--- src/rtl/game_flow_pkg.sv ---
// Shared state encoding and counter widths for the level-flow controller.
package game_flow_pkg;

    typedef enum logic [1:0] {
        IDLE  = 2'd0,
        PLAY  = 2'd1,
        CLEAR = 2'd2,
        OVER  = 2'd3
    } game_state_t;

    localparam int TIMER_W = 8;
    localparam int HOLD_W  = 10;

endpackage

--- src/rtl/frame_sec_timer.sv ---
// Tick prescaler feeding a saturating down-counter; one instance each for
// the level seconds, the end-of-level hold and the overlay blink.
module frame_sec_timer
    import game_flow_pkg::*;
#(
    parameter int                 PRESCALE    = 60,
    parameter int                 CNT_W       = TIMER_W,
    parameter logic [CNT_W-1:0]   RESET_VALUE = '0
) (
    input  logic               i_clk,
    input  logic               i_rst_n,
    input  logic               i_tick,
    input  logic               i_load,
    input  logic               i_enable,
    input  logic [CNT_W-1:0]   i_load_value,
    output logic [CNT_W-1:0]   o_count
);

    localparam int               PRE_W    = (PRESCALE > 1) ? $clog2(PRESCALE) : 1;
    localparam logic [PRE_W-1:0] PRE_LAST = PRE_W'(PRESCALE - 1);

    logic [PRE_W-1:0] r_pre;
    logic [CNT_W-1:0] r_count;

    // Load wins over counting; with neither load nor enable the value is frozen.
    always_ff @(posedge i_clk or negedge i_rst_n) begin
        if (!i_rst_n) begin
            r_pre   <= '0;
            r_count <= RESET_VALUE;
        end else if (i_load) begin
            r_pre   <= '0;
            r_count <= i_load_value;
        end else if (i_enable && i_tick) begin
            if (r_pre == PRE_LAST) begin
                r_pre <= '0;
                if (r_count != '0) begin
                    r_count <= r_count - CNT_W'(1);
                end
            end else begin
                r_pre <= r_pre + PRE_W'(1);
            end
        end
    end

    assign o_count = r_count;

endmodule

--- src/rtl/game_flow_controller.sv ---
// Level sequencer: start/restart, player gating, countdown, and the
// clear/over hold with a blinking overlay before returning to idle.
module game_flow_controller
    import game_flow_pkg::*;
#(
    parameter int GEM_COUNT    = 2,
    parameter int FRAME_RATE   = 60,
    parameter int TIME_LIMIT_S = 120,
    parameter int HOLD_FRAMES  = 180,
    parameter int BLINK_FRAMES = 16
) (
    input  logic               i_clk,
    input  logic               i_rst_n,
    input  logic               i_frame_tick,
    input  logic               i_start_btn,
    input  logic [3:0]         i_score,
    input  logic               i_p1_hazard,
    input  logic               i_p2_hazard,
    input  logic               i_p1_at_door,
    input  logic               i_p2_at_door,
    output logic [1:0]         o_state,
    output logic               o_gem_reset,
    output logic               o_players_enable,
    output logic [TIMER_W-1:0] o_timer_sec,
    output logic               o_blink,
    output logic               o_level_clear,
    output logic               o_game_over
);

    localparam logic [TIMER_W-1:0] TIME_LOAD  = TIMER_W'(TIME_LIMIT_S);
    localparam logic [HOLD_W-1:0]  HOLD_LOAD  = HOLD_W'(HOLD_FRAMES - 1);
    // Blink counter starts odd so the first half-period shows blink low.
    localparam logic [HOLD_W-1:0]  BLINK_LOAD = '1;

    game_state_t        r_state;
    game_state_t        w_state_next;
    logic               r_start_prev;
    logic               r_gem_reset;
    logic               w_start_edge;
    logic               w_in_hold;
    logic               w_hazard;
    logic               w_clear_ok;
    logic               w_hold_done;
    logic               w_timer_load;
    logic               w_hold_load;
    logic [TIMER_W-1:0] w_timer_sec;
    logic [HOLD_W-1:0]  w_hold_count;
    logic [HOLD_W-1:0]  w_blink_count;

    assign w_start_edge = i_start_btn & ~r_start_prev;
    assign w_in_hold    = (r_state == CLEAR) || (r_state == OVER);
    assign w_hazard     = i_p1_hazard | i_p2_hazard;
    assign w_clear_ok   = (int'(i_score) >= GEM_COUNT) & i_p1_at_door & i_p2_at_door;
    assign w_hold_done  = w_in_hold & i_frame_tick & (w_hold_count == '0);
    assign w_timer_load = (r_state == IDLE) || (w_state_next == IDLE);
    assign w_hold_load  = ~w_in_hold;

    // History starts high so a button held through reset is not an edge.
    always_ff @(posedge i_clk or negedge i_rst_n) begin
        if (!i_rst_n) begin
            r_state      <= IDLE;
            r_start_prev <= 1'b1;
            r_gem_reset  <= 1'b0;
        end else begin
            r_state      <= w_state_next;
            r_start_prev <= i_start_btn;
            r_gem_reset  <= (r_state == IDLE) && w_start_edge;
        end
    end

    always_comb begin
        w_state_next = r_state;
        case (r_state)
            IDLE: begin
                if (w_start_edge) begin
                    w_state_next = PLAY;
                end
            end
            PLAY: begin
                if (w_hazard) begin
                    w_state_next = OVER;
                end else if (w_timer_sec == '0) begin
                    w_state_next = OVER;
                end else if (w_clear_ok) begin
                    w_state_next = CLEAR;
                end
            end
            CLEAR, OVER: begin
                if (w_hold_done) begin
                    w_state_next = IDLE;
                end
            end
            default: w_state_next = IDLE;
        endcase
    end

    frame_sec_timer #(
        .PRESCALE    (FRAME_RATE),
        .CNT_W       (TIMER_W),
        .RESET_VALUE (TIME_LOAD)
    ) u_level_timer (
        .i_clk        (i_clk),
        .i_rst_n      (i_rst_n),
        .i_tick       (i_frame_tick),
        .i_load       (w_timer_load),
        .i_enable     (r_state == PLAY),
        .i_load_value (TIME_LOAD),
        .o_count      (w_timer_sec)
    );

    // Counts remaining hold frames; zero on a tick means the hold is over.
    frame_sec_timer #(
        .PRESCALE    (1),
        .CNT_W       (HOLD_W),
        .RESET_VALUE ('0)
    ) u_hold_timer (
        .i_clk        (i_clk),
        .i_rst_n      (i_rst_n),
        .i_tick       (i_frame_tick),
        .i_load       (w_hold_load),
        .i_enable     (w_in_hold),
        .i_load_value (HOLD_LOAD),
        .o_count      (w_hold_count)
    );

    frame_sec_timer #(
        .PRESCALE    (BLINK_FRAMES),
        .CNT_W       (HOLD_W),
        .RESET_VALUE ('0)
    ) u_blink_timer (
        .i_clk        (i_clk),
        .i_rst_n      (i_rst_n),
        .i_tick       (i_frame_tick),
        .i_load       (w_hold_load),
        .i_enable     (w_in_hold),
        .i_load_value (BLINK_LOAD),
        .o_count      (w_blink_count)
    );

    assign o_state          = r_state;
    assign o_gem_reset      = r_gem_reset;
    assign o_players_enable = (r_state == PLAY);
    assign o_timer_sec      = w_timer_sec;
    assign o_blink          = w_in_hold & ((w_blink_count & HOLD_W'(1)) == '0);
    assign o_level_clear    = (r_state == CLEAR);
    assign o_game_over      = (r_state == OVER);

endmodule

--- config.mk ---
export PLATFORM = sky130hd
export DESIGN_NAME = game_flow_controller
export DESIGN_NICKNAME = d
export VERILOG_FILES = /design/src/rtl/game_flow_pkg.sv /design/src/rtl/frame_sec_timer.sv /design/src/rtl/game_flow_controller.sv
export SDC_FILE = /design/constraint.sdc
export NUM_CORES = 1
export LEC_CHECK = 0
export ABC_AREA = 1
export ABC_CLOCK_PERIOD_IN_PS = 1750
export BUFFER_PORTS_ARGS = -buffer_cell sky130_fd_sc_hd__buf_2
export CAP_MARGIN = 20
export CORE_UTILIZATION = 50
export CTS_BUF_LIST = sky130_fd_sc_hd__clkbuf_4 sky130_fd_sc_hd__clkbuf_8 sky130_fd_sc_hd__clkbuf_16
export DETAILED_ROUTE_END_ITERATION = 6
export PLACE_DENSITY = 0.79
export SLEW_MARGIN = 20
export SYNTH_ARGS = -nofsm -noshare
export SYNTH_HDL_FRONTEND = slang
export SYNTH_HIERARCHICAL = 1
export SYNTH_SLANG_ARGS = --single-unit
--- constraint.sdc ---
create_clock -name i_clk -period 1.75 [get_ports i_clk]
set_input_delay 0.0875 -clock i_clk [delete_from_list [all_inputs] [get_ports i_clk]]
set_output_delay 0.0875 -clock i_clk [all_outputs]
set_load 0.03 [all_outputs]
==> results of run 1 <==
-- Yosys cell counts (3+ instances only) --
library cell and instances:
nand2_4 4, buf_2 3, nor2_4 6, dfrtp_1 37
inv_2 5, nand3_1 30, nor2_1 53, ha_1 6
nand3_2 4, inv_1 48, o21ai_0 20, buf_6 3
a21oi_1 8, nand2_2 17, dfstp_2 5, o21ai_2 12
nor2_2 8, nand2_1 153, nor3_1 4
-- state kept, by name, summed over array words and instances (netlist names) --
name and count:
u_hold_timer/o_count 10, u_blink_timer/o_count 10, u_level_timer/o_count 8, o_state 2
u_blink_timer/r_pre 4, u_level_timer/r_pre 6, o_gem_reset 1, r_start_prev 1
-- power by group --
part / switching (uW) / total [uW] / internal [uW]
Sequential: 253 / 1650 / 1390
Clock: 334 / 792 / 458
Combinational: 2750 / 4520 / 1770
Total: 3340 / 6960 / 3620
-- cells in the final DEF (no fill, tap or decap), types with 2 or more instances in the layout --
master           n
inv_2            5
o21bai_1         2
nand2_1        151
nor3_1           4
dfstp_2          5
nand2_8          3
inv_1           48
nor2_4           8
a21oi_1          8
buf_4           40
or2_2            2
dfrtp_2          2
and2_1           2
nand4_1          2
nor2_1          48
nor2_2          11
clkbuf_4         2
nand2_2         15
dlygate4sd3_1    2
dfrtp_1         35
nand3_1         30
ha_1             5
o21ai_2         12
nand3_2          4
clkbuf_8         5
o21ai_0         20
buf_6            2
conb_1          28
nand2_4          8
buf_12           3
buf_2           25
-- routing by layer --
layer	vias up	wire [um]	global-route usage, %
met1	1340	3280	28.4
met5	-	0	0
li1	1583	-	-
met3	9	224	3.82
met2	62	3360	41.4
met4	0	99	6.61
-- worst max-delay path by stage --
stage                                    startpoint                              endpoint  slack, ps  cells past startpoint
2_1_floorplan  u_level_timer/o_count[6]$_DFFE_PN1P_  u_level_timer/o_count[0]$_DFFE_PN0P_       -200                     15
3_3_place_gp   u_level_timer/o_count[6]$_DFFE_PN1P_    u_level_timer/r_pre[5]$_DFFE_PN0P_       -140                     15
3_5_place_dp                   o_state[0]$_DFF_PN0_  u_level_timer/o_count[1]$_DFFE_PN0P_       -200                     16
4_1_cts        u_level_timer/o_count[6]$_DFFE_PN1P_    u_level_timer/r_pre[5]$_DFFE_PN0P_        -90                     15
5_1_grt         u_hold_timer/o_count[3]$_DFFE_PN0P_    u_level_timer/r_pre[5]$_DFFE_PN0P_       -210                     15
6_report                       o_state[1]$_DFF_PN0_  u_level_timer/o_count[0]$_DFFE_PN0P_        -90                     16
-- timing repair --
item                                   4_1_cts  5_1_grt
cloned                                       1        0
setup buffers                                5        2
gates resized for setup                     11        9
setup endpoints to repair                   13       24
hold buffers                                 2        0
pin swaps                                    7        4
endpoints found under the hold margin       15        0
-- worst min-delay path: stages --
cell and delay [ps]:
buf_2 90, nor2_1 50, nand3_1 70, nand2_1 50, nand2_2 90
-- logic make-up after synthesis --
logic type | synth area share (%)
flops | 33.8
compound gates | 9.89
simple gates | 43.2
other cells | 0.240
buf+inv | 10.2
xor+xnor | 0.280
fa+ha+maj | 2.40
-- per-stage QoR --
step / instance area (sq um) / setup TNS (ps) / power, uW / hold slack, ps
final: 3970 / -671 / 6960 / 188
after CTS: 3920 / -803 / 6860 / 184
after floorplan: 3240 / -1950 / 4680 / -208
after global routing: 3970 / -2290 / 7580 / 208
after detailed placement: 3680 / -1870 / 5840 / 38.4
after global placement: 3680 / -1120 / 5720 / 34.8
-- cell type report --
cell class / count / area (sq um) / share of cell area, %
clock inverters: 1 / 30.0 / 0.757
clock buffers: 7 / 83.8 / 2.11
repair buffers: 72 / 528 / 13.3
multi-input cells: 373 / 1930 / 48.7
well taps: 75 / 93.8 / 2.37
inverters: 57 / 241 / 6.09
flip-flops and latches: 42 / 1060 / 26.7
==> flow_summary_export.csv, run 1 <==
group,metric,value,unit
worst_hold_path,hold_class,"in -> reg",
layout,area_delta_synth_final,26.9,%
placement,pre_cts_ws,-197,ps
floorplanning,die_height,81.1,um
setup_path,cp_num_buf_inv,4,
layout,n_fill_cell,500,
timing,max_freq,543,MHz
route,totalWireLength,6.97,mm
setup_path,reg2reg_from,"o_state[1]$_DFF_PN0_",
setup_path,r2r_end,"u_level_timer/o_count[0]$_DFFE_PN0P_",
worst_hold_path,hold_start,"i_p1_hazard",
cts,clockBufferDepth,2,
setup_path,r2r_setup_slack,-90,ps
timing,final-hold-violation-count,0,
yosys,async_flop_share,100,%
setup_path,cp_top_family,"simple AND/OR/NAND/NOR gates",
layout,final_util,66.2,%
floorplanning,dieArea,6570,sq um
pwr,ir_drop,1.03,mV
layout,drive_gt1_share,29.3,%
floorplanning,core.rowCount,28,
timing,fin_ws,-92.2,ps
yosys,yosysTopAreaCellShare,29.6,%
setup_path,worstSetupStartpointType,"register",
timing,rsz0062_at_grt,"true",
route,drtAntennaViolNets,0,
yosys,seq_area_frac_synth,33.8,%
route,first_pass_iters,5,
grt,grt_pass1_wl,11.7,mm
timing,skew,5.59,ps
cts,clock_latency,290,ps
yosys,ys.flop_type,"dfrtp_1",
grt,grt_antenna_before_repair,0,
yosys,ys_top_cells_by_area,"dfrtp_1 30%, nand2_1 18%, nor2_1 6.4%",
cts,cts_tree,"built",
placement,io_buffers,25,
cts,numCtsBuffers,5,
yosys,ys_types,40,
setup_path,path_common_cell,"nand2_2",
floorplanning,start_util,52.2,%
floorplanning,core_area,5990,sq um
setup_path,critPathKind,"reg -> reg",
route,remaining_drc_errors,0,
cts,cts_max_level,2,
timing,fin_crit_sh,105,%
setup_path,slowest_stage,"dfrtp_2",
grt,grt_start_max_net_pins,34,
pwr,p_per_area,1750,nW/um^2
yosys,yosys_warnings,6,
timing,drv_slew,0,
route,vias_per_cell,4.78,
setup_path,max_stage_delay,440,ps
cts,path_clk_slew,80,ps
timing,timing.final.crit_period,1840,ps
setup_path,worst-r2r-cell-count,16,
layout,stdcell_count,627,
setup_path,worst-path-max-fanout,8,
setup_path,worstPathArrival,2030,ps
grt,first_global_vias,2747,
timing,finalSetupViolCount,13,
worst_hold_path,hold_depth,5,
cts,cts-root-buf,"clkbuf_8",
yosys,synth_edf_count,0,
setup_path,required,1940,ps
yosys,synth-seq-cells,42,
cts,cts.sinks,42,
route,wl_per_cell,11.1,um
placement,place_inst,609,
yosys,syn-mean-instance-area,6.87,sq um
grt,gr-usage-all-layers,23.1,%
worst_hold_path,hold_end,"o_state[0]$_DFF_PN0_",
status,status,"finished, violations left",
run,maxCapViolations,0,
setup_path,critPathCaptureType,"register",
pwr,power_leakage,0.00208,uW
yosys,yosys.area.top_type,"dfrtp_1",
yosys,syn_area,3130,sq um
placement,place_congestion,0.854,
floorplanning,die_w,81.1,um
floorplanning,ios,27,
route,drt_iter0_markers,115,
grt,overflow,0,
status,violations,"setup timing",
setup_path,crit_chain,"inv_2 > nand2_1 > inv_1 > nand2_2 > nor2_4 > a21oi_2 > nand2_2 > o21bai_4 > inv_8 > nand2_4 > nor2_4 > nand2_4 > nand2_8 > clkinv_8 > nand2_2 > o21ai_2",
layout,diodes,0,
layout,nets,569,
route,vias,2994,
yosys,netlist_instances,455,
placement,dp_hpwl,5.06,mm
Note: power is estimated with default switching activity, not from simulation.
==> inputs of run 2 (changes only) <==
--- a/config.mk
+++ b/config.mk
@@ -5,14 +5,14 @@
 export SDC_FILE = /design/constraint.sdc
 export NUM_CORES = 1
 export LEC_CHECK = 0
-export ABC_AREA = 1
+export ABC_AREA = 0
 export ABC_CLOCK_PERIOD_IN_PS = 1750
 export BUFFER_PORTS_ARGS = -buffer_cell sky130_fd_sc_hd__buf_2
 export CAP_MARGIN = 20
 export CORE_UTILIZATION = 50
 export CTS_BUF_LIST = sky130_fd_sc_hd__clkbuf_4 sky130_fd_sc_hd__clkbuf_8 sky130_fd_sc_hd__clkbuf_16
 export DETAILED_ROUTE_END_ITERATION = 6
-export PLACE_DENSITY = 0.79
+export PLACE_DENSITY = 0.8
 export SLEW_MARGIN = 20
 export SYNTH_ARGS = -nofsm -noshare
 export SYNTH_HDL_FRONTEND = slang
==> run 2 against run 1 <==
Against the previous run: the flow still finishes with violations (setup timing); sequential share of layout area grew 2.9 points; die area shrank 15%; global-route usage grew 1.7 points; clock power grew 22%; wire length shrank 2.3%; largest cell class unchanged; combinational power shrank 54%; first-iteration DRC count shrank 30%; maximum frequency grew 1.9%; register-to-register slack better by 30 ps.
==> flow_summary_export.csv, run 2 <==
group,metric,value,unit
status,status,"finished, violations left",
status,violations,"setup timing",
timing,drv_slew,0,
cts,cts.sinks,42,
grt,first_global_vias,2212,
layout,stdcell_area,3580,sq um
grt,grt_antenna_before_repair,0,
floorplanning,dieArea,5610,sq um
grt,overflow,0,
yosys,synth_edf_count,0,
cts,cts_max_level,2,
route,totalWireLength,6.80,mm
timing,whs,109,ps
setup_path,critPathCaptureType,"register",
route,remaining_drc_errors,0,
worst_hold_path,hold_class,"in -> reg",
yosys,ys_top_cells_by_count,"37 x dfrtp_1, 32 x nand2_1, 28 x nor2_1",
yosys,synth-seq-cells,42,
cts,clock_latency,300,ps
timing,tightest_slew,515,ps
cts,numCtsBuffers,5,
placement,dp_hpwl,4.58,mm
yosys,syn_area,2660,sq um
timing,skew,7.13,ps
pwr,power_leakage,0.00157,uW
cts,clockBufferDepth,2,
route,wl_per_cell,15.1,um
yosys,yosys_warnings,6,
setup_path,critPathKind,"reg -> reg",
cts,cts_tree,"built",
floorplanning,ios,27,
yosys,ys_top_cells_by_area,"dfrtp_1 35%, dfstp_2 4.9%, nand2_1 4.5%",
yosys,async_flop_share,100,%
setup_path,r2r_setup_slack,-60,ps
timing,rsz0062_at_grt,"true",
yosys,yosysTopAreaCellShare,34.8,%
layout,final_util,70.1,%
floorplanning,die_height,74.9,um
layout,area_delta_synth_final,34.7,%
yosys,synth.most_common_cell,"dfrtp_1",
route,drt_iter0_markers,81,
yosys,ys.flop_type,"dfrtp_1",
layout,drive_gt1_share,35.3,%
setup_path,reg2reg_from,"u_blink_timer/o_count[1]$_DFFE_PN0P_",
floorplanning,start_util,52.0,%
pwr,ir_drop,0.674,mV
cts,path_clk_slew,90,ps
yosys,syn-mean-instance-area,9.23,sq um
timing,fin_ws,-57.6,ps
layout,mostFrequentLayoutCells,"39 x buf_4, 35 x dfrtp_1, 29 x nand2_1",
placement,io_buffers,25,
worst_hold_path,hold_start,"i_p2_at_door",
setup_path,worst-path-max-fanout,4,
timing,finalSetupViolCount,3,
grt,grt_start_max_net_pins,23,
placement,placed_cell_area,3210,sq um
yosys,netlist_instances,288,
floorplanning,die_w,74.9,um
layout,mostFrequentLayoutCell,"buf_4",
setup_path,critPathLaunch,"u_blink_timer/o_count[1]$_DFFE_PN0P_",
route,first_pass_iters,4,
grt,grt_pass1_wl,10.4,mm
timing,final-hold-violation-count,0,
route,vias_per_cell,5.57,
yosys,yosys.area.top_type,"dfrtp_1",
timing,slew_headroom,65.7,%
setup_path,worstPathArrival,1980,ps
cts,cts-root-buf,"clkbuf_8",
placement,place_congestion,0.861,
layout,nets,399,
yosys,ys_types,64,
grt,gr-usage-all-layers,24.8,%
run,maxCapViolations,0,
setup_path,required,1920,ps
timing,timing.final.crit_period,1810,ps
pwr,p_per_area,1330,nW/um^2
route,vias,2518,
pwr,p_total,4740,uW
route,drtAntennaViolNets,0,
timing,max_freq,553,MHz
floorplanning,core.rowCount,26,
setup_path,worstSetupStartpointType,"register",
layout,diodes,0,
placement,pre_cts_ws,-62.2,ps
yosys,seq_area_frac_synth,39.8,%
timing,fin_crit_sh,103,%
floorplanning,core_area,5110,sq um
-- run 2: power by group --
group | switching (uW) | leakage [uW] | internal (uW)
Sequential | 354 | 0.000494 | 1320
Combinational | 1130 | 0.00100 | 976
Clock | 357 | 0.0000714 | 609
Total | 1840 | 0.00157 | 2910
-- run 2: repair_timing --
item | CTS | global route
pin swaps | 3 | 10
setup buffers | 0 | 6
hold endpoints to repair | 17 | 0
endpoints found under the setup margin | 14 | 21
hold buffers | 2 | 0
gates resized for setup | 10 | 26
-- run 2: kinds of logic (layout without fill, tap and decap cells) --
kind of cell	count (synthesis)	in the layout	share of synthesized area (%)
AO/OA/AOI/OAI	64	64	17.2
XOR/XNOR	8	8	2.64
adder cells (fa/ha/maj)	6	6	2.82
buffers and inverters	23	91	3.91
flip-flops	42	42	39.8
multiplexers	8	8	3.06
other	2	28	0.283
AND/OR/NAND/NOR	135	135	30.3
-- run 2: per-layer routing --
layer  global-route usage [%]  vias to the layer above  share of wire (%)
met2                     41.2                       57                 50
li1                         -                     1213                  -
met4                     8.81                        0                1.4
met5                        0                        -                  0
met1                     32.5                     1236                 44
met3                     4.69                       12                4.0
-- run 2: critical path: stages (launching register included) --
cell      delay (ps)
dfrtp_1          410
or3_4            410
or4b_4           510
o41ai_4          210
o311ai_1         130
-- run 2: worst paths after layout --
kind,end,cells past startpoint
min,o_state[1]$_DFF_PN0_,3
max in group asynchronous,r_start_prev$_DFF_PN1_,3
max,u_blink_timer/o_count[7]$_DFFE_PN0P_,4
min in group asynchronous,u_blink_timer/o_count[9]$_DFFE_PN0P_,2
min reg2reg,u_level_timer/r_pre[1]$_DFFE_PN0P_,2
max reg2reg,u_blink_timer/o_count[7]$_DFFE_PN0P_,4
-- run 2: cell type report --
cell class | count | area [sq um]
Timing Repair Buffer | 69 | 472
Multi-Input combinational cell | 249 | 1770
Inverter | 14 | 52.6
Sequential cell | 42 | 1060
Clock inverter | 2 | 60.1
Fill cell | 385 | 1530
Tap cell | 70 | 87.6
Clock buffer | 6 | 82.6
-- run 2: through the flow --
step | setup TNS, ps | cells
after floorplan | -614 | 314
after global placement | -30.5 | 436
after detailed placement | -182 | 436
after CTS | -45.0 | 446
after global routing | -649 | 452
final | -78.5 | 452
